**config.mk**
```make
export PLATFORM = sky130hd
export DESIGN_NAME = beat_compare
export DESIGN_NICKNAME = d
export VERILOG_FILES = /design/src/rtl/data_pattern_pkg.sv /design/src/rtl/beat_compare.sv
export SDC_FILE = /design/constraint.sdc
export NUM_CORES = 1
export LEC_CHECK = 0
export CAP_MARGIN = 20
export CORE_AREA = 8 8 242 244
export DETAILED_ROUTE_END_ITERATION = 10
export DIE_AREA = 0 0 250 252
export SLEW_MARGIN = 20
export SYNTH_ARGS = -nofsm -noshare
export SYNTH_HDL_FRONTEND = slang
export SYNTH_SLANG_ARGS = --single-unit
```
**constraint.sdc**
```tcl
create_clock -name vclk -period 1.4
set_input_delay 0.14 -clock vclk [all_inputs]
set_output_delay 0.14 -clock vclk [all_outputs]
set_load 0.01 [all_outputs]
```
**src/rtl/data_pattern_pkg.sv**
```systemverilog
// rtl/data_pattern_pkg.sv - shared field layout, error classes and FSM encoding for the data pattern
package data_pattern_pkg;

  localparam int TDATA_W   = 512;
  localparam int FIELD_W   = 64;
  localparam int BEAT_LSB  = 0;
  localparam int PKT_LSB   = 64;
  localparam int NPKT_LSB  = 384;
  localparam int NBEAT_LSB = 448;

  localparam int NUM_ERR_CLASSES = 5;
  localparam int ERR_BEAT  = 0;
  localparam int ERR_PKT   = 1;
  localparam int ERR_NPKT  = 2;
  localparam int ERR_NBEAT = 3;
  localparam int ERR_TLAST = 4;

  typedef enum logic {
    ST_IDLE = 1'b0,
    ST_RUN  = 1'b1
  } state_t;

  function automatic logic [FIELD_W-1:0] get_field(input logic [TDATA_W-1:0] data, input int lsb);
    return data[lsb +: FIELD_W];
  endfunction

endpackage

```
**src/rtl/beat_compare.sv**
```systemverilog
// rtl/beat_compare.sv - combinational compare of one received beat against the expected pattern
module beat_compare
  import data_pattern_pkg::*;
#(
  parameter int BEATS_LOG2 = 4
) (
  input  logic [TDATA_W-1:0]         i_tdata,
  input  logic                       i_tlast,
  input  logic [FIELD_W-1:0]         i_exp_beat,
  input  logic [FIELD_W-1:0]         i_exp_pkt,
  output logic [NUM_ERR_CLASSES-1:0] o_mismatch
);

  logic w_exp_last;

  assign w_exp_last = &i_exp_beat[BEATS_LOG2-1:0];

  always_comb begin
    o_mismatch            = '0;
    o_mismatch[ERR_BEAT]  = get_field(i_tdata, BEAT_LSB)  != i_exp_beat;
    o_mismatch[ERR_PKT]   = get_field(i_tdata, PKT_LSB)   != i_exp_pkt;
    o_mismatch[ERR_NPKT]  = get_field(i_tdata, NPKT_LSB)  != ~i_exp_pkt;
    o_mismatch[ERR_NBEAT] = get_field(i_tdata, NBEAT_LSB) != ~i_exp_beat;
    o_mismatch[ERR_TLAST] = i_tlast != w_exp_last;
  end

endmodule

```
# Word level (Yosys, flattened, before mapping)
# Cells that the tools add are included.
[totals]
elab_cells = 8
register_bits = 0
output_inout_bits = 5
input_bits = 641
[op_classes]
eq_ne = 5
n_reduce_logical = 1
bitwise_logic = 2
[op_table]
columns = ["operator", "n"]
rows = [
  ["64-bit inequality test", 4],
  ["64-bit NOT", 2],
  ["4-bit AND reduction", 1],
  ["1-bit inequality test", 1],
]

# Longest topological paths before layout
[logic_depth]
depth_word = 2
ltp_mapped = 4
ltp_nobuf = 4

# Worst setup path before layout
# Ideal clock, no wire load.
[synth_timing]
path_kind = "input -> output"
start = "input port i_exp_beat[35]"
end = "output port o_mismatch[3]"
required_ns = 1.260
setup_slack_ns = 0.437
n_path_buf = 0
arrival_time_ns = 0.823
path_stages = 4
path_cell_list = "xor2_1 -> nand4_2 -> nor4_1 -> nand4_1"
[synth_via]
elab_chain_len = 2
[synth_lines]
columns = ["element", "line_no", "text"]
rows = [
  ["start: declaration", "beat_compare.sv:9", "input logic [FIELD_W-1:0] i_exp_beat,"],
  ["64-bit NOT", "beat_compare.sv:23", "o_mismatch[ERR_NBEAT] = get_field(i_tdata, NBEAT_LSB) != ~i_exp_beat;"],
  ["64-bit inequality test", "beat_compare.sv:23", ""],
  ["end: declaration", "beat_compare.sv:11", "output logic [NUM_ERR_CLASSES-1:0] o_mismatch"],
]
# Every way passes these cells.

# Final worst setup path
[layout_timing]
start = "input port i_exp_pkt[1]"
end = "output port o_mismatch[1]"
[layout_via]
elab_chain_len = 1
[layout_lines]
columns = ["element", "line_no", "text"]
rows = [
  ["start: declaration", "beat_compare.sv:10", "input logic [FIELD_W-1:0] i_exp_pkt,"],
  ["64-bit inequality test", "beat_compare.sv:21", "o_mismatch[ERR_PKT] = get_field(i_tdata, PKT_LSB) != i_exp_pkt;"],
]
# Every way passes these cells.

==> results.sh <==
export IMPL_critPathMaxFanout=2
export IMPL_die_h_um=252
export IMPL_design_area_mm2=0.00837
export IMPL_drt_wl_total_um=28600
export IMPL_period_needed_ns=1.74
export IMPL_track_usage_pct=8.50
export IMPL_p_per_area_mw_per_mm2=282
export IMPL_synth_top_area_share_pct=40.4
export IMPL_p_leak_nw=3.57
export IMPL_drtIter0Drc=117
export IMPL_violations="setup timing"
export IMPL_setup_slack_ns=-0.337
export IMPL_tightest_slew_ns=0.311
export IMPL_multi_input_area_mm2=0.00350
export IMPL_start_kind="input pin"
export IMPL_syn_inst=342
export IMPL_max_freq_ghz=0.576
export IMPL_fin_nets=1476
export IMPL_finalSetupTns_ns=-1.11
export IMPL_max_stage_delay_ns=0.29
export IMPL_grt_max_degree=4
export IMPL_crit_chain="buf_8, buf_6, xnor2_2, nand4_1, nor4_1, buf_4, nand4_1, buf_2"
export IMPL_seqCellArea_um2=0
export IMPL_nFlopsAndLatches=0
export IMPL_cap_violations=0
export IMPL_end_kind="primary output"
export IMPL_peakVddDrop_mv=0.134
export IMPL_core_area_mm2=0.0547
export IMPL_routedWlPerCell_um=18.6
export IMPL_drive_gt1_share_pct=42.9
export IMPL_synth_cell_types=6
export IMPL_area_growth_pct=199
export IMPL_critPathRequiredTime_ns=1.26
export IMPL_critPathKind="in -> out"
export IMPL_dieArea_mm2=0.0630
export IMPL_cpMostUsedCell="nand4_1"
export IMPL_hold_class="in -> out"
export IMPL_drv_slew=0
export IMPL_yosysSeqAreaShare_pct=0
export IMPL_start_util_pct=5.12
export IMPL_dpl_instance_area_mm2=0.00835
export IMPL_route_vias_total=4693
export IMPL_synth_area_top_cells="xnor2_1 40%, xor2_1 40%, nand4_1 15%, nor4_1 3.6%, xor2_2 0.58%"
export IMPL_critPathTopFamily="simple AND/OR/NAND/NOR gates"
export IMPL_yosysWarnings=0
export IMPL_netlist_area_mm2=0.00280
export IMPL_critPathArrivalTime_ns=1.60
export IMPL_synth_avg_cell_area_um2=8.18
export IMPL_syn_nets=983
export IMPL_path_buf_inv=4
export IMPL_gr_total_overflow=0
export IMPL_viasPerCell=3.04
export IMPL_grt_pass1_wl_um=39200
export IMPL_synth_top_area_cell="xnor2_1"
export IMPL_die_x_um=250
export IMPL_antenna_found_initial=6
export IMPL_min_period_over_period_pct=124
export IMPL_nFillCells=6309
export IMPL_grt_pass1_vias=5711
export IMPL_slew_headroom_pct=79.2
export IMPL_io_pins=646
export IMPL_first_pass_iters=4
export IMPL_finalSetupViolations=4
export IMPL_drc=0
export IMPL_placementRows=86
export IMPL_run_status="finished, violations left"
export IMPL_ctsHoldBuffers=0
export IMPL_ant_nets=0
export IMPL_io_buffers=390
export IMPL_dp_hpwl_um=26600
export IMPL_nClkBuffers=0
export IMPL_crit_slowest_cell="nor4_1"
export IMPL_hold_violations=0
export IMPL_place_gp_congestion=1.01
export IMPL_rsz0062_at_grt="true"
cell type report:
type               instances  share of cell area (%)
well taps                704                    10.5
diodes                     5                   0.149
multi-input cells        342                    41.8
repair buffers           491                    47.5
layout by cell type, fill, tap and decap left out:
| cell | n |
|---|---|
| clkdlybuf4s15_1 | 46 |
| xor2_2 | 24 |
| clkdlybuf4s50_1 | 6 |
| clkbuf_2 | 31 |
| buf_8 | 2 |
| nor4_4 | 1 |
| diode_2 | 5 |
| buf_6 | 34 |
| xnor2_1 | 80 |
| xor2_1 | 102 |
| nor4_2 | 13 |
| xnor2_2 | 46 |
| nand4_1 | 68 |
| nor4_1 | 2 |
| dlygate4sd2_1 | 170 |
| dlymetal6s2s_1 | 2 |
| xnor2_4 | 3 |
| clkdlybuf4s15_2 | 26 |
| buf_4 | 84 |
| buf_2 | 90 |
| xor2_4 | 2 |
| nand4_2 | 1 |
metrics by stage:
step	power (mW)	std cells	worst slack (ns)	util [%]	hold slack, ns
2_1_floorplan	0.611	342	0.437	-	0.368
3_3_place_gp	2.50	1539	-1.46	15.3	1.30
3_5_place_dp	2.51	1539	-1.42	15.3	1.30
4_1_cts	2.36	1536	-0.351	15.3	0.930
5_1_grt	2.48	1541	-0.418	15.3	0.935
6_report	2.36	1542	-0.337	15.3	0.891
logic make-up (layout without fill, tap and decap cells):
| logic type | after synthesis | count (layout) | share of synthesized area, % |
|---|---|---|---|
| xor+xnor | 257 | 257 | 80.8 |
| buf+inv | 0 | 491 | 0 |
| simple gates | 85 | 85 | 19.2 |
| other cells | 0 | 5 | 0 |
synth_stat cells:
master     n
nand4_1   68
nand4_2    1
nor4_1    16
xnor2_1  129
xor2_1   127
xor2_2     1
repair_timing:
action                                  in CTS  in global routing
gates resized for setup                    906                105
setup buffers                                1                  2
pin swaps                                  240                 72
endpoints found under the setup margin       5                  5
metal layers:
layer,vias to the layer above,GRT usage [%],wire [µm]
met5,-,0,0
met4,0,6.53,2740
met3,64,2.99,3040
met2,442,17.4,14900
li1,2168,-,-
met1,2019,6.21,7920
power breakdown:
part	internal, mW	switching, mW	total [mW]
Combinational	1.33	1.03	2.36
Clock	0.000000478	0	0.000000478
Sequential	0	0	0
Total	1.33	1.03	2.36
path summary, 6_finish.rpt:
path	end	depth (start not counted)	start	slack, ns
min	o_mismatch[0]	6	i_tdata[40]	0.89
max	o_mismatch[1]	8	i_exp_pkt[1]	-0.34
Power figures use the tool's default switching activity.
